--- config.mk ---
export PLATFORM = sky130hd
export DESIGN_NAME = lcd_hd44780_responder
export DESIGN_NICKNAME = d
export VERILOG_FILES = /design/src/rtl/lcd_hd44780_responder.sv
export SDC_FILE = /design/constraint.sdc
export NUM_CORES = 1
export LEC_CHECK = 0
export CORE_ASPECT_RATIO = 1.5
export CORE_MARGIN = 2
export CORE_UTILIZATION = 55
export CTS_BUF_LIST = sky130_fd_sc_hd__clkbuf_8
export DETAILED_ROUTE_END_ITERATION = 10
export PLACE_DENSITY_LB_ADDON = 0.08
export SLEW_MARGIN = 15
export SYNTH_ARGS = -nofsm -noshare
export SYNTH_HDL_FRONTEND = slang
export SYNTH_SLANG_ARGS = --single-unit
--- constraint.sdc ---
create_clock -name Clock -period 3.8 [get_ports Clock]
set_input_delay 0.57 -clock Clock [delete_from_list [all_inputs] [get_ports Clock]]
set_output_delay 0.57 -clock Clock [all_outputs]
set_load 0.1 [all_outputs]
--- src/rtl/lcd_hd44780_responder.sv ---
// Receiving end of an HD44780-style 4-bit LCD bus: power-on nibble sequence, byte pairing,
// command decode and a 2x16 display RAM. Define LCD_RESP_SYNC_EN to add a 2-flop input synchronizer.
module lcd_hd44780_responder #(
  parameter logic [7:0]  CLEAR_CHAR = 8'h20,
  parameter int unsigned POR_COUNT  = 3
) (
  input  logic       Clock,
  input  logic       Reset,
  input  logic       iLcdE,
  input  logic       iLcdRs,
  input  logic       iLcdRw,
  input  logic [3:0] iLcdData,
  input  logic [4:0] iRdAddr,
  output logic [7:0] oRdChar,
  output logic [7:0] oByte,
  output logic       oByteIsData,
  output logic       oByteValid,
  output logic [4:0] oCursor,
  output logic       oInitDone,
  output logic       oDisplayOn,
  output logic       oBusy,
  output logic       oProtoErr
);

  localparam int unsigned      POR_W   = (POR_COUNT < 2) ? 1 : $clog2(POR_COUNT + 1);
  localparam logic [POR_W-1:0] POR_MAX = POR_W'(POR_COUNT);

  typedef enum logic [1:0] {S_CLR = 2'd0, S_POR = 2'd1, S_HI = 2'd2, S_LO = 2'd3} state_t;

  logic       e_s, rs_s, rw_s, e_d, fall;
  logic [3:0] dat_s;

  // Input capture stage
`ifdef LCD_RESP_SYNC_EN
  logic [6:0] sync_p0, sync_p1;
  always_ff @(posedge Clock) begin
    if (Reset) begin
      sync_p0 <= '0;
      sync_p1 <= '0;
    end else begin
      sync_p0 <= {iLcdE, iLcdRs, iLcdRw, iLcdData};
      sync_p1 <= sync_p0;
    end
  end
  assign {e_s, rs_s, rw_s, dat_s} = sync_p1;
`else
  assign {e_s, rs_s, rw_s, dat_s} = {iLcdE, iLcdRs, iLcdRw, iLcdData};
`endif

  assign fall = e_d & ~e_s;

  state_t           state_q, state_n;
  logic [4:0]       clr_idx_q, clr_idx_n;
  logic             clr_to_hi_q, clr_to_hi_n;
  logic [POR_W-1:0] por_cnt_q, por_cnt_n;
  logic [3:0]       hi_q, hi_n;
  logic             hi_rs_q, hi_rs_n;
  logic [4:0]       cursor_q, cursor_n;
  logic             incr_q, incr_n;
  logic             init_q, init_n;
  logic             disp_q, disp_n;
  logic             err_q, err_n;
  logic [7:0]       byte_q, byte_n;
  logic             byte_rs_q, byte_rs_n;
  logic             vld_q, vld_n;
  logic [7:0]       rd_char_q;
  logic [7:0]       byte_w;
  logic             ram_we;
  logic [4:0]       ram_wa;
  logic [7:0]       ram_wd;
  logic [7:0]       ram [32];

  assign byte_w = {hi_q, dat_s};

  always_comb begin
    state_n     = state_q;
    clr_idx_n   = clr_idx_q;
    clr_to_hi_n = clr_to_hi_q;
    por_cnt_n   = por_cnt_q;
    hi_n        = hi_q;
    hi_rs_n     = hi_rs_q;
    cursor_n    = cursor_q;
    incr_n      = incr_q;
    init_n      = init_q;
    disp_n      = disp_q;
    err_n       = err_q;
    byte_n      = byte_q;
    byte_rs_n   = byte_rs_q;
    vld_n       = 1'b0;
    ram_we      = 1'b0;
    ram_wa      = cursor_q;
    ram_wd      = byte_w;
    if (state_q == S_CLR) begin
      ram_we    = 1'b1;
      ram_wa    = clr_idx_q;
      ram_wd    = CLEAR_CHAR;
      clr_idx_n = clr_idx_q + 5'd1;
      if (clr_idx_q == 5'd31) begin
        cursor_n = 5'd0;
        state_n  = clr_to_hi_q ? S_HI : S_POR;
      end
      if (fall) err_n = 1'b1;
    end else if (fall) begin
      if (rw_s) begin
        err_n = 1'b1;
      end else begin
        case (state_q)
          S_POR: begin
            if (!rs_s) begin
              if (dat_s == 4'h3) begin
                if (por_cnt_q != POR_MAX) por_cnt_n = por_cnt_q + POR_W'(1);
              end else if (dat_s == 4'h2 && por_cnt_q == POR_MAX) begin
                state_n = S_HI;
                init_n  = 1'b1;
              end else begin
                por_cnt_n = '0;
              end
            end
          end
          S_HI: begin
            hi_n    = dat_s;
            hi_rs_n = rs_s;
            state_n = S_LO;
          end
          S_LO: begin
            state_n   = S_HI;
            byte_n    = byte_w;
            byte_rs_n = rs_s;
            vld_n     = 1'b1;
            if (rs_s != hi_rs_q) err_n = 1'b1;
            if (rs_s) begin
              ram_we   = 1'b1;
              cursor_n = incr_q ? cursor_q + 5'd1 : cursor_q - 5'd1;
            end else begin
              // Highest set bit selects the instruction
              casez (byte_w)
                8'b1???????: cursor_n = {byte_w[6], byte_w[3:0]};
                8'b00001???: disp_n = byte_w[2];
                8'b000001??: incr_n = byte_w[1];
                8'b0000001?: cursor_n = 5'd0;
                8'b00000001: begin
                  state_n     = S_CLR;
                  clr_idx_n   = 5'd0;
                  clr_to_hi_n = 1'b1;
                end
                default: begin end
              endcase
            end
          end
          default: begin end
        endcase
      end
    end
  end

  // Control and output register stage
  always_ff @(posedge Clock) begin
    if (Reset) begin
      state_q     <= S_CLR;
      clr_idx_q   <= 5'd0;
      clr_to_hi_q <= 1'b0;
      por_cnt_q   <= '0;
      hi_rs_q     <= 1'b0;
      cursor_q    <= 5'd0;
      incr_q      <= 1'b1;
      init_q      <= 1'b0;
      disp_q      <= 1'b0;
      err_q       <= 1'b0;
      byte_q      <= 8'd0;
      byte_rs_q   <= 1'b0;
      vld_q       <= 1'b0;
      e_d         <= 1'b0;
      rd_char_q   <= 8'd0;
    end else begin
      state_q     <= state_n;
      clr_idx_q   <= clr_idx_n;
      clr_to_hi_q <= clr_to_hi_n;
      por_cnt_q   <= por_cnt_n;
      hi_rs_q     <= hi_rs_n;
      cursor_q    <= cursor_n;
      incr_q      <= incr_n;
      init_q      <= init_n;
      disp_q      <= disp_n;
      err_q       <= err_n;
      byte_q      <= byte_n;
      byte_rs_q   <= byte_rs_n;
      vld_q       <= vld_n;
      e_d         <= e_s;
      rd_char_q   <= ram[iRdAddr];
    end
  end

  always_ff @(posedge Clock) begin
    hi_q <= hi_n;
    if (ram_we) ram[ram_wa] <= ram_wd;
  end

  assign oRdChar     = rd_char_q;
  assign oByte       = byte_q;
  assign oByteIsData = byte_rs_q;
  assign oByteValid  = vld_q;
  assign oCursor     = cursor_q;
  assign oInitDone   = init_q;
  assign oDisplayOn  = disp_q;
  assign oBusy       = (state_q == S_CLR);
  assign oProtoErr   = err_q;

endmodule

== Word-level counts from Yosys, hierarchy flattened ==
Memories as Yosys holds them, arrays and structs flattened. A register that Yosys moved wholly into a read port is not among the register bits.
Cells that the tools add are included.

* Add/sub/neg operators: 4
* Equality and inequality tests: 21
* Muxes and demuxes: 44
* Bitwise gates (word level): 7
* Reduce and logical (&&, ||, !) cells: 21

{| class="wikitable"
|+ Operators with widths
! kind !! count
|-
| 2-to-1 mux 5 bit || 14
|-
| 2-to-1 mux 2 bit || 13
|-
| AND reduction 7 bit || 3
|-
| AND reduction 6 bit || 3
|-
| 2-to-1 mux 1 bit || 14
|-
| adder 5 x 1 -> 5 bit, second input constant || 2
|-
| case mux 5 bit (2 select lines) || 1
|-
| AND reduction 5 bit || 2
|-
| != test 3 bit, second input constant || 3
|-
| equality test 4 x 2 -> 1 bit, second input constant || 2
|-
| equality test 8 x 1 -> 1 bit, second input constant || 1
|-
| 2-to-1 mux 8 bit || 1
|-
| != test 2 x 1 -> 1 bit, second input constant || 4
|-
| AND reduction 4 bit || 2
|-
| nonzero test 4 bit || 2
|-
| equality test 7 x 1 -> 1 bit, second input constant || 1
|-
| equality test 2 bit, second input constant || 3
|-
| equality test 6 x 1 -> 1 bit, second input constant || 1
|-
| inverter 1 bit || 6
|-
| case mux 2 bit (3 select lines) || 1
|-
| nonzero test 2 bit || 3
|-
| nonzero test 3 bit || 2
|-
| equality test 5 x 1 -> 1 bit, second input constant || 1
|-
| equality test 5 bit, second input constant || 1
|-
| 10 further kinds || 11
|}

* Bits in registers: 35
* Memory bits (writable): 256
* Input port bits: 14
* Word-level logic and storage cells: 113
* Memories: 1

{| class="wikitable"
|+ Memories
! name !! depth !! bits a word !! read ports !! clocked after Yosys merged registers in !! wr ports !! line !! source
|-
| ram || 32 || 8 || 1 || 1 || 1 || 71 || <nowiki>logic [7:0] ram [32];</nowiki>
|}

== Logic depth before layout (Yosys ltp) ==
Gate-level depths: netlist of run 1.

* Depth in word-level cells: 9
* Depth in mapped cells: 8
* Gate-level depth less buffers: 7

== Worst setup path after synthesis of run 1 ==
Ideal clock, no wire load.

* Path type: reg2reg
* From: register state_q[0]
* To: memory ram[16][0], enable pin
* Library setup time: 0.370 ns
* Data arrival time: 2.850 ns
* Slack: 0.579 ns
* Stages on the path, launching flop included: 8
* Buffers on the path: 1
* Path through: dfxtp_1 > inv_1 > ha_1 > buf_2 > mux2i_1 > inv_1 > or3_1 > nor2_1

* Elaborated cells between the ends (all ways): 9

{| class="wikitable"
|+ RTL lines
! item !! line !! source
|-
| start: declaration || 52 || <nowiki>state_t state_q, state_n;</nowiki>
|-
| start signal: assignment || 175 || <nowiki>state_q <= state_n;</nowiki>
|-
| zero test 2 bit * || n/a ||
|-
| via oBusy || 21 || <nowiki>output logic oBusy,</nowiki>
|-
| 2-to-1 mux 1 bit || 93 || <nowiki>if (state_q == S_CLR) begin</nowiki>
|-
| 2-to-1 mux 1 bit || 195 || <nowiki>if (ram_we) ram[ram_wa] <= ram_wd;</nowiki>
|-
| 2-to-1 mux 1 bit (implied by the code) || 195 ||
|-
| end: declaration || 71 ||
|}

The timed path passes the listed nets; every way through them passes the cells marked *.

== Worst setup path in the final report of run 1 ==
* From: register state_q[0]
* To: memory ram[17][1], enable pin

* Cells in the longest elaborated chain, start to end: 7
* Elaborated cells between the ends (all ways): 9

{| class="wikitable"
|+ RTL lines
! item !! line !! source
|-
| equality test 2 bit || 107 || <nowiki>case (state_q)</nowiki>
|-
| 2-to-1 mux 1 bit || 107 ||
|-
| 2-to-1 mux 1 bit || 104 || <nowiki>if (rw_s) begin</nowiki>
|-
| 2-to-1 mux 1 bit || 103 || <nowiki>end else if (fall) begin</nowiki>
|-
| 2-to-1 mux 1 bit || 93 ||
|-
| 2-to-1 mux 1 bit || 195 ||
|-
| 2-to-1 mux 1 bit (implied by the code) || 195 ||
|}

Parallel ways exist; a longest one is shown, timed or not.

==> results of run 1 <==
-- worst min-delay path, cell delays in order, from the launching register on --
cell and delay (ns):
dfxtp_1 0.31, nand2_1 0.05, a21oi_1 0.05
-- worst min path at each step --
stage / startpoint / slack, ns / depth (start not counted) / end
floorplan: hi_rs_q / 0.47 / 2 / hi_rs_q
global placement: oByte[2] / 0.45 / 2 / oByte[2]
detailed placement: oByte[1] / 0.45 / 2 / oByte[1]
CTS: oByte[1] / 0.46 / 2 / oByte[1]
global route: oByte[1] / 0.48 / 2 / oByte[1]
finish: oByte[1] / 0.46 / 2 / oByte[1]
-- area by class of cell --
type	instances	area (um^2)	share of cell area, %
Tap cell	272	340	2.47
Timing Repair Buffer	73	658	4.77
Clock inverter	29	170	1.23
Inverter	10	37.5	0.272
Clock buffer	46	633	4.59
Multi-Input combinational cell	377	3370	24.4
Sequential cell	299	8590	62.3
-- routing by layer --
metal  vias up  routed length, um  part of all wire [%]
met4         0               1270                   4.8
met2       233              13700                    52
met1      3319               9970                    38
met3        71               1290                   4.9
met5         -                  0                     0
li1       3012                  -                     -
-- sequential cells by signal, indices dropped and copies added (netlist names) --
signal / flops
oInitDone: 1
incr_q: 1
oByte: 8
clr_to_hi_q: 1
hi_q: 4
oByteIsData: 1
oDisplayOn: 1
state_q: 2
oByteValid: 1
ram: 256
hi_rs_q: 1
e_d: 1
oProtoErr: 1
clr_idx_q: 5
por_cnt_q: 2
oCursor: 5
oRdChar: 8
-- cells in the mapped netlist (6+ instances only) --
library cell  number  area, um^2
mux2i_1           29         290
o22ai_1            9        56.3
dfxtp_1           39         781
buf_4              6        45.0
a21oi_1           20         100
nor2b_1           22         138
mux2_2            17         191
nand2b_1           8        50.1
nand3_1           17        85.1
nand2_1           39         146
mux4_2            50        1130
o21ai_0            6        30.0
a221o_1            7        70.1
a22o_1             9        78.8
ha_1              10         125
edfxtp_1         260        7810
clkbuf_1          12        45.0
nor3b_1            7        52.6
a211oi_1          10        75.1
inv_1              9        33.8
nor4_2             7        87.6
nor2_1            59         221
-- placed cells by master (no fill, tap or decap), types with 17 or more instances in the layout --
cell type,Yosys,layout
edfxtp_1,260,260
nor2_1,59,59
mux4_2,50,50
clkbuf_8,0,46
nand2_1,39,39
dfxtp_1,39,39
clkdlybuf4s50_1,0,36
buf_4,6,33
mux2i_1,29,29
inv_1,9,25
a21oi_1,20,20
nand3_1,17,17
mux2_2,17,17
-- power by group through the flow --
| stage | combinational [mW] | clock, mW | sequential, mW |
|---|---|---|---|
| floorplan | 0.283 | 0 | 3.78 |
| global placement | 0.461 | 0 | 3.73 |
| detailed placement | 0.474 | 0 | 3.73 |
| CTS | 0.474 | 2.44 | 3.66 |
| global route | 0.499 | 2.58 | 3.67 |
| finish | 0.470 | 2.39 | 3.66 |
-- stage by stage --
step	total power, mW	hold WS (ns)
final	6.52	0.459
after global routing	6.74	0.476
after CTS	6.58	0.461
after detailed placement	4.20	0.449
after global placement	4.19	0.448
after floorplan	4.06	0.466
-- cells by family (layout without fill, tap and decap cells) --
| logic type | after synthesis | in the layout | share of synthesized area (%) |
|---|---|---|---|
| adders and majority gates | 11 | 11 | 1.19 |
| AOI/OAI and AO/OA | 87 | 87 | 5.15 |
| DFF | 299 | 299 | 70.3 |
| and+or+nand+nor | 178 | 178 | 7.46 |
| buffers and inverters | 44 | 158 | 2.39 |
| muxes | 96 | 96 | 13.2 |
| xor gates and xnor gates | 5 | 5 | 0.358 |
==> tab_implementation.tex, run 1 <==
\begin{tabular}{lr}
\hline
Metric & Value \\
\hline
\multicolumn{2}{l}{\textbf{STA}} \\
\quad Setup violation total in the final timing report & 0 \\
\quad Setup repair after global routing missed its margin & false \\
\quad Rel. slew slack & 32.8\% \\
\quad Slew at the pin closest to its max-slew limit & 1.00 ns \\
\quad Final hold violation count & 0 \\
\quad Final critical path time including I/O delays and setup & 3.11 ns \\
\quad Final Max Slew Viols & 0 \\
\quad Max Freq & 322 MHz \\
\quad Setup TNS & 0 ns \\
\quad Crit share post-route & 81.8\% \\
\quad Clock skew after layout & 0.0232 ns \\
\quad Worst Setup Slack, final & 0.690 ns \\
\multicolumn{2}{l}{\textbf{Synthesis}} \\
\quad Number of synthesized flops with an enable pin & 260 \\
\quad Number of warning messages in the yosys log & 0 \\
\quad Most instantiated flip-flop cell in the synthesis netlist & edfxtp\_1 \\
\quad Syn Inst Count & 720 \\
\quad Summed instance area of the synthesized netlist & 0.0122 mm\^{}2 \\
\quad Per-instance average area after synthesis & 17.0 um\^{}2 \\
\quad Distinct cell type count after synthesis & 52 \\
\quad \#FFs+latches synth & 299 \\
\quad Net Count, Synth & 745 \\
\quad Proportion of register bits with asynchronous set or reset after synthesis & 0\% \\
\quad Sequential share of the synthesized area & 70.3\% \\
\multicolumn{2}{l}{\textbf{Setup path}} \\
\quad Worst path depth & 6 \\
\quad Crit path from & state\_q[0] \\
\quad Worst r2r dst & ram[17][1] \\
\quad Startpoint of the most critical register-to-register path & state\_q[0] \\
\quad FF-to-FF setup slack & 0.69 ns \\
\quad Biggest fanout along the worst timing path & 14 \\
\quad Slowest stage delay, CP & 0.63 ns \\
\quad Critical path capture point & ram[17][1] \\
\quad Family of cells with the greatest summed delay on the critical path & simple AND/OR/NAND/NOR gates \\
\quad Sequence of cells on the critical path & inv\_1 -> ha\_1 -> clkinv\_1 -> nor3b\_1 -> o21ai\_1 -> nor2\_1 \\
\quad Kind of end point of the critical path & flip-flop \\
\quad Cell with the largest stage delay on the worst path & nor2\_1 \\
\quad Kind of start point of the critical path & flip-flop \\
\quad Number of cells traversed by the worst register-to-register path & 6 \\
\quad Data required time of the worst path & 3.98 ns \\
\quad Arrival time at the worst endpoint & 3.29 ns \\
\quad Number of buffer and inverter stages on the critical path & 2 \\
\quad Setup CP Type & flip-flop to flip-flop \\
\multicolumn{2}{l}{\textbf{Global route}} \\
\quad Met3 usage in global routing & 3.93\% \\
\quad Via count of the first global-routing pass & 7,147 \\
\quad Pin count of the biggest net entering global routing & 64 \\
\quad Antenna violations before repair & 0 \\
\quad Grt met1 use & 27.6\% \\
\quad Global Route Usage Sum & 22.8\% \\
\quad Global-route wire length before repair & 40.7 mm \\
\quad Fraction of met2 tracks used by global routing & 39.7\% \\
\quad GR peak layer & met2 \\
\quad Final global-route overflow total & 0 \\
\multicolumn{2}{l}{\textbf{Pwr}} \\
\quad Share of power burned in registers & 56.2\% \\
\quad Power density over cell area & 473 mW/mm\^{}2 \\
\quad Fraction of power consumed by combinational cells & 7.2\% \\
\quad Switching component of the power & 1.48 mW \\
\quad Total leakage power & 4.71 nW \\
\quad Largest voltage drop on the vdd net & 0.267 mV \\
\quad Clock group share of total power & 36.6\% \\
\quad Share of total power consumed by net switching & 22.7\% \\
\quad Pint & 5.04 mW \\
\multicolumn{2}{l}{\textbf{Drt}} \\
\quad Via count & 6,635 \\
\quad Routed vias/inst & 6.00 \\
\quad DRT Pass-1 Iters & 7 \\
\quad Residual DRC count & 0 \\
\quad Routed wire length per instance & 23.7 um \\
\quad Antenna-violating nets left & 0 \\
\quad Total wire length after detailed routing & 26.2 mm \\
\quad Number of DRC markers in iteration 0 & 557 \\
\multicolumn{2}{l}{\textbf{Placement}} \\
\quad Post-detailed-placement cell area & 0.0130 mm\^{}2 \\
\quad Input/output buffers & 40 \\
\quad Number of instances in the placed design & 1,031 \\
\quad Placement Setup Slack & 0.737 ns \\
\quad Placer Congestion & 0.904 \\
\quad Dpl hpwl & 17.5 mm \\
\multicolumn{2}{l}{\textbf{Finish}} \\
\quad Post-layout instance count excluding filler cells & 1,106 \\
\quad Diode count & 0 \\
\quad Number of fill cells & 1,555 \\
\quad Synthesis-to-layout area growth & 12.9\% \\
\quad Final nets & 828 \\
\quad Fraction of layout instances using a drive strength above 1 & 21.3\% \\
\quad Design Area, Final & 0.0138 mm\^{}2 \\
\quad Final core area utilization & 63.5\% \\
\multicolumn{2}{l}{\textbf{Clock network}} \\
\quad Number of buffers created by CTS & 42 \\
\quad Clock tree sinks & 299 \\
\quad CTS tree & yes \\
\quad Post-CTS Hold Fix Bufs & 0 \\
\quad CTS H-tree depth & 2 \\
\quad Clock-pin slew on the worst setup and hold paths & 0.06 ns \\
\quad CTS Root Buffer Type & clkbuf\_8 \\
\quad Clock Latency Late Sink & 0.56 ns \\
\quad Maximum root-to-sink buffer count & 3 \\
\quad \# resized after CTS & 0 \\
\quad Buffers inserted during post-CTS setup optimization & 0 \\
\multicolumn{2}{l}{\textbf{Floorplanning}} \\
\quad Die H & 187 um \\
\quad Core area & 0.0217 mm\^{}2 \\
\quad Initial Util & 56.3\% \\
\quad Floorplan row count & 66 \\
\quad DIE AREA & 0.0234 mm\^{}2 \\
\quad IO Pins & 41 \\
\quad Horiz. Die Dim & 126 um \\
\multicolumn{2}{l}{\textbf{Run status}} \\
\quad Result of the run & complete, no violations \\
\multicolumn{2}{l}{\textbf{Job}} \\
\quad Max-capacitance violation count & 0 \\
\multicolumn{2}{l}{\textbf{Hold path}} \\
\quad Path class of the lowest-slack min-delay path & flip-flop to flip-flop \\
\hline
\end{tabular}
Note: power is estimated with default switching activity, not from simulation.
==> run 2, diff against run 1 <==
==> constraint.sdc (replaced) <==
create_clock -name Clock -period 3.1 [get_ports Clock]
set_input_delay 0.465 -clock Clock [delete_from_list [all_inputs] [get_ports Clock]]
set_output_delay 0.465 -clock Clock [all_outputs]
set_load 0.1 [all_outputs]
==> tab_implementation.tex, run 2 (same netlist as run 1, synthesis figures left out) <==
\begin{tabular}{lr}
\hline
Metric & Value \\
\hline
\multicolumn{2}{l}{\textbf{STA}} \\
\quad Final Max Slew Viols & 0 \\
\quad Worst Setup Slack, final & 0.362 ns \\
\quad Setup TNS & 0 ns \\
\quad Final critical path time including I/O delays and setup & 2.74 ns \\
\quad Rel. slew slack & 28.3\% \\
\quad Setup violation total in the final timing report & 0 \\
\quad Slew at the pin closest to its max-slew limit & 1.07 ns \\
\quad Worst hold slack across all endpoints & 0.467 ns \\
\quad Max Freq & 365 MHz \\
\quad Clock skew after layout & 0.0173 ns \\
\quad Crit share post-route & 88.3\% \\
\quad Final hold violation count & 0 \\
\quad Setup repair after global routing missed its margin & false \\
\multicolumn{2}{l}{\textbf{Finish}} \\
\quad Number of fill cells & 1,544 \\
\quad Final nets & 855 \\
\quad Largest register FFs & 256 \\
\quad Register with the most flip-flops & ram \\
\quad Diode count & 0 \\
\quad Post-layout instance count excluding filler cells & 1,135 \\
\quad Synthesis-to-layout area growth & 14.2\% \\
\quad Commonest non-fill, non-tap cell in the layout & edfxtp\_1 \\
\quad Commonest cells after routing, fill and taps aside & edfxtp\_1 (260), buf\_4 (86), nor2\_1 (59) \\
\quad Fraction of layout instances using a drive strength above 1 & 27.0\% \\
\multicolumn{2}{l}{\textbf{Global route}} \\
\quad Pin count of the biggest net entering global routing & 33 \\
\quad Via count of the first global-routing pass & 7,245 \\
\quad Final global-route overflow total & 0 \\
\quad Global Route Usage Sum & 23.2\% \\
\quad Global-route wire length before repair & 41.2 mm \\
\quad Antenna violations before repair & 0 \\
\multicolumn{2}{l}{\textbf{Floorplanning}} \\
\quad DIE AREA & 0.0234 mm\^{}2 \\
\quad Die H & 187 um \\
\quad Initial Util & 56.3\% \\
\quad Horiz. Die Dim & 126 um \\
\quad IO Pins & 41 \\
\quad Floorplan row count & 66 \\
\quad Core area & 0.0217 mm\^{}2 \\
\multicolumn{2}{l}{\textbf{Clock network}} \\
\quad Maximum root-to-sink buffer count & 3 \\
\quad Clock-pin slew on the worst setup and hold paths & 0.06 ns \\
\quad CTS Root Buffer Type & clkbuf\_8 \\
\quad Clock tree sinks & 299 \\
\quad \# resized after CTS & 0 \\
\quad CTS H-tree depth & 2 \\
\quad Number of buffers created by CTS & 42 \\
\quad CTS tree & yes \\
\quad Clock Latency Late Sink & 0.53 ns \\
\quad Buffers inserted during post-CTS setup optimization & 0 \\
\quad Post-CTS Hold Fix Bufs & 0 \\
\multicolumn{2}{l}{\textbf{Setup path}} \\
\quad Kind of start point of the critical path & flip-flop \\
\quad Biggest fanout along the worst timing path & 19 \\
\quad Arrival time at the worst endpoint & 2.97 ns \\
\quad Data required time of the worst path & 3.33 ns \\
\quad FF-to-FF setup slack & 0.36 ns \\
\quad Kind of end point of the critical path & flip-flop \\
\quad Setup CP Type & flip-flop to flip-flop \\
\multicolumn{2}{l}{\textbf{Drt}} \\
\quad Routed wire length per instance & 23.5 um \\
\quad Routed vias/inst & 5.93 \\
\quad Residual DRC count & 0 \\
\quad Number of DRC markers in iteration 0 & 545 \\
\quad Via count & 6,731 \\
\quad Antenna-violating nets left & 0 \\
\quad Total wire length after detailed routing & 26.7 mm \\
\quad DRT Pass-1 Iters & 5 \\
\multicolumn{2}{l}{\textbf{Pwr}} \\
\quad Total leakage power & 4.91 nW \\
\quad Largest voltage drop on the vdd net & 0.478 mV \\
\quad Power density over cell area & 577 mW/mm\^{}2 \\
\multicolumn{2}{l}{\textbf{Placement}} \\
\quad Input/output buffers & 40 \\
\quad Placement Setup Slack & 0.398 ns \\
\quad Dpl hpwl & 18.4 mm \\
\quad Placer Congestion & 0.876 \\
\quad Number of instances in the placed design & 1,058 \\
\multicolumn{2}{l}{\textbf{Hold path}} \\
\quad Path class of the lowest-slack min-delay path & flip-flop to flip-flop \\
\multicolumn{2}{l}{\textbf{Run status}} \\
\quad Result of the run & complete, no violations \\
\multicolumn{2}{l}{\textbf{Job}} \\
\quad Max-capacitance violation count & 0 \\
\hline
\end{tabular}
run 2: changes by cell type in the layout (fill, tap and decap cells not counted):
cell and change:
buf_4 +53, clkdlybuf4s50_1 -26, bufinv_16 +1, clkbuf_8 -1, clkinv_2 +1, ha_1 -1, ha_2 +1, inv_1 +1
nor2b_2 +1, nor2b_4 -1
run 2: final cells by class:
class	instances	area, um^2	area share [%]
multi-input combinational	377	3360	24.1
inverter	10	37.5	0.269
tap	272	340	2.44
clock inverter	32	209	1.50
clock buffer	45	619	4.44
timing repair buffer	100	796	5.70
sequential	299	8590	61.5
run 2: power by group:
part,total [mW],switching [mW],internal [mW]
Clock,2.98,1.38,1.59
Sequential,4.48,0.0379,4.44
Combinational,0.597,0.371,0.226
run 2: layer usage:
| metal | share of wire [%] | track usage (%) |
|---|---|---|
| met2 | 55 | 42.8 |
| met4 | 4.2 | 10.5 |
| met5 | 0 | 0 |
| met1 | 37 | 26.6 |
| met3 | 4.0 | 3.30 |
run 2: worst max-delay path, stage by stage (launching register included):
cell      delay [ns]
dfxtp_1         0.35
inv_1           0.12
ha_2            0.45
clkinv_1        0.36
nor3b_1         0.32
o21ai_1         0.41
nor2_1          0.23
buf_4           0.20
run 2: final timing paths:
check	from	to	cells past startpoint
worst max register to register	state_q[1]	ram[9][6]	7
worst min-delay path	oByte[1]	oByte[1]	2
worst max-delay path	state_q[1]	ram[9][6]	7
worst min register to register	oByte[1]	oByte[1]	2
run 2: metrics by stage:
step,total power [mW],utilization [%],area [um^2]
global placement,5.15,60.4,13100
floorplan,4.98,-,12200
global route,8.37,64.2,14000
CTS,8.12,64.2,14000
detailed placement,5.17,60.4,13100
finish,8.06,64.2,14000
==> run 3, diff against run 2 <==
--- a/config.mk
+++ b/config.mk
@@ -6,7 +6,7 @@
 export NUM_CORES = 1
 export LEC_CHECK = 0
 export CORE_ASPECT_RATIO = 1.5
-export CORE_MARGIN = 2
+export CORE_MARGIN = 4
 export CORE_UTILIZATION = 55
 export CTS_BUF_LIST = sky130_fd_sc_hd__clkbuf_8
 export DETAILED_ROUTE_END_ITERATION = 10
==> tab_implementation.tex, run 3 (same netlist as run 1, synthesis figures left out) <==
\begin{tabular}{lr}
\hline
Metric & Value \\
\hline
\multicolumn{2}{l}{\textbf{Run status}} \\
\quad Result of the run & complete, no violations \\
\multicolumn{2}{l}{\textbf{Global route}} \\
\quad Antenna violations before repair & 0 \\
\quad Global-route wire length before repair & 42.9 mm \\
\quad Final global-route overflow total & 0 \\
\quad Global Route Usage Sum & 23.6\% \\
\quad Via count of the first global-routing pass & 7,341 \\
\quad Pin count of the biggest net entering global routing & 39 \\
\multicolumn{2}{l}{\textbf{Finish}} \\
\quad Commonest non-fill, non-tap cell in the layout & edfxtp\_1 \\
\quad Final nets & 849 \\
\quad Fraction of layout instances using a drive strength above 1 & 26.1\% \\
\quad Diode count & 0 \\
\quad Largest register FFs & 256 \\
\quad Register area & 0.00859 mm\^{}2 \\
\quad Number of fill cells & 1,606 \\
\quad Synthesis-to-layout area growth & 13.3\% \\
\quad Register with the most flip-flops & ram \\
\quad Commonest cells after routing, fill and taps aside & edfxtp\_1 (260), buf\_4 (79), nor2\_1 (59) \\
\quad Multi-input gate area in the final layout & 0.00338 mm\^{}2 \\
\multicolumn{2}{l}{\textbf{Pwr}} \\
\quad Largest voltage drop on the vdd net & 0.358 mV \\
\quad Pint & 6.03 mW \\
\quad Share of power burned in registers & 57.3\% \\
\quad Share of total power consumed by net switching & 23.1\% \\
\quad Pwr Total & 7.84 mW \\
\quad Clock group share of total power & 35.1\% \\
\quad Power density over cell area & 567 mW/mm\^{}2 \\
\quad Total leakage power & 4.83 nW \\
\quad Switching component of the power & 1.81 mW \\
\quad Fraction of power consumed by combinational cells & 7.6\% \\
\multicolumn{2}{l}{\textbf{Hold path}} \\
\quad Startpoint of the most critical hold path & oByteIsData \\
\quad Path class of the lowest-slack min-delay path & flip-flop to flip-flop \\
\quad Number of instances on the worst hold path & 2 \\
\quad Hold Path Sink & oByteIsData \\
\multicolumn{2}{l}{\textbf{Drt}} \\
\quad DRT Pass-1 Iters & 5 \\
\quad Residual DRC count & 0 \\
\quad Routed wire length per instance & 25.0 um \\
\quad Routed vias/inst & 6.02 \\
\quad Total wire length after detailed routing & 28.1 mm \\
\quad Antenna-violating nets left & 0 \\
\quad Via count & 6,777 \\
\quad Number of DRC markers in iteration 0 & 545 \\
\multicolumn{2}{l}{\textbf{Floorplanning}} \\
\quad Floorplan row count & 66 \\
\quad Die H & 191 um \\
\quad Initial Util & 56.0\% \\
\quad Horiz. Die Dim & 130 um \\
\quad DIE AREA & 0.0247 mm\^{}2 \\
\quad Core area & 0.0218 mm\^{}2 \\
\quad IO Pins & 41 \\
\multicolumn{2}{l}{\textbf{STA}} \\
\quad Rel. slew slack & 39.4\% \\
\quad Crit share post-route & 81.8\% \\
\quad Setup repair after global routing missed its margin & false \\
\quad Max Freq & 394 MHz \\
\quad Slew at the pin closest to its max-slew limit & 0.903 ns \\
\quad Final hold violation count & 0 \\
\quad Clock skew after layout & 0.0202 ns \\
\quad Final Max Slew Viols & 0 \\
\quad Setup TNS & 0 ns \\
\quad Final critical path time including I/O delays and setup & 2.53 ns \\
\quad Setup violation total in the final timing report & 0 \\
\multicolumn{2}{l}{\textbf{Setup path}} \\
\quad Biggest fanout along the worst timing path & 10 \\
\quad Kind of start point of the critical path & flip-flop \\
\quad Number of cells traversed by the worst register-to-register path & 7 \\
\quad Sequence of cells on the critical path & inv\_1 -> ha\_2 -> clkinv\_1 -> nor3b\_1 -> o21ai\_1 -> buf\_4 -> nor2\_1 \\
\quad Slowest stage delay, CP & 0.58 ns \\
\quad Worst r2r dst & ram[1][4] \\
\quad Kind of end point of the critical path & flip-flop \\
\quad FF-to-FF setup slack & 0.57 ns \\
\quad Cell with the largest stage delay on the worst path & nor2\_1 \\
\quad Setup CP Type & flip-flop to flip-flop \\
\quad Arrival time at the worst endpoint & 2.69 ns \\
\quad Data required time of the worst path & 3.26 ns \\
\quad Startpoint of the most critical register-to-register path & state\_q[0] \\
\multicolumn{2}{l}{\textbf{Placement}} \\
\quad Dpl hpwl & 18.9 mm \\
\quad Placer Congestion & 0.847 \\
\quad Input/output buffers & 40 \\
\multicolumn{2}{l}{\textbf{Clock network}} \\
\quad Clock-pin slew on the worst setup and hold paths & 0.06 ns \\
\quad Clock Latency Late Sink & 0.54 ns \\
\quad Post-CTS Hold Fix Bufs & 0 \\
\quad Number of buffers created by CTS & 43 \\
\quad \# resized after CTS & 0 \\
\quad CTS Root Buffer Type & clkbuf\_8 \\
\quad CTS H-tree depth & 2 \\
\quad Buffers inserted during post-CTS setup optimization & 0 \\
\quad Maximum root-to-sink buffer count & 3 \\
\quad Clock tree sinks & 299 \\
\quad CTS tree & yes \\
\multicolumn{2}{l}{\textbf{Job}} \\
\quad Max-capacitance violation count & 0 \\
\hline
\end{tabular}
run 3: worst max-delay path by stage:
| stage | start | end | slack, ns |
|---|---|---|---|
| floorplan | state_q[0] | ram[16][0] | 0.22 |
| global placement | iLcdE | ram[29][0] | 0.39 |
| detailed placement | iLcdE | ram[29][0] | 0.31 |
| CTS | state_q[0] | ram[1][7] | 0.57 |
| global route | state_q[0] | ram[1][4] | 0.40 |
| finish | state_q[0] | ram[1][4] | 0.57 |
run 3: final cells by class:
type / count / area share [%]
Sequential cell: 299 / 62.1
Timing Repair Buffer: 93 / 5.37
Multi-Input combinational cell: 377 / 24.4
Inverter: 10 / 0.271
Clock buffer: 46 / 4.58
Clock inverter: 29 / 0.832
Tap cell: 272 / 2.46
run 3: routing by layer:
layer	vias up	global-route usage [%]	wire length, um
met5	-	0	0
met4	0	9.76	1140
met3	73	4.04	1170
met2	199	42.7	15400
met1	3452	27.3	10300
li1	3053	-	-
run 3: critical path: cells and delay by family, from the launching register on:
family / cells / cell delay, ns
AO/OA/AOI/OAI: 1 / 0.10
adder cells (fa/ha/maj): 1 / 0.36
buffers and inverters: 3 / 0.51
flip-flops: 1 / 0.34
AND/OR/NAND/NOR: 2 / 0.84
run 3: power groups by stage:
stage	logic, mW	registers, mW	clock network [mW]
finish	0.593	4.49	2.75
global route	0.628	4.50	3.01
CTS	0.596	4.49	2.82
detailed placement	0.595	4.58	0
global placement	0.580	4.57	0
floorplan	0.347	4.63	0
run 3: stage by stage:
stage               cell area [um^2]  cells  setup WS [ns]  hold slack (ns)  utilization [%]
floorplan                      12200    720          0.220            0.466                -
global placement               13100   1051          0.388            0.447             60.0
detailed placement             13100   1051          0.309            0.450             60.0
CTS                            13800   1126          0.571            0.458             63.5
global route                   13800   1126          0.402            0.478             63.5
finish                         13800   1126          0.565            0.459             63.5
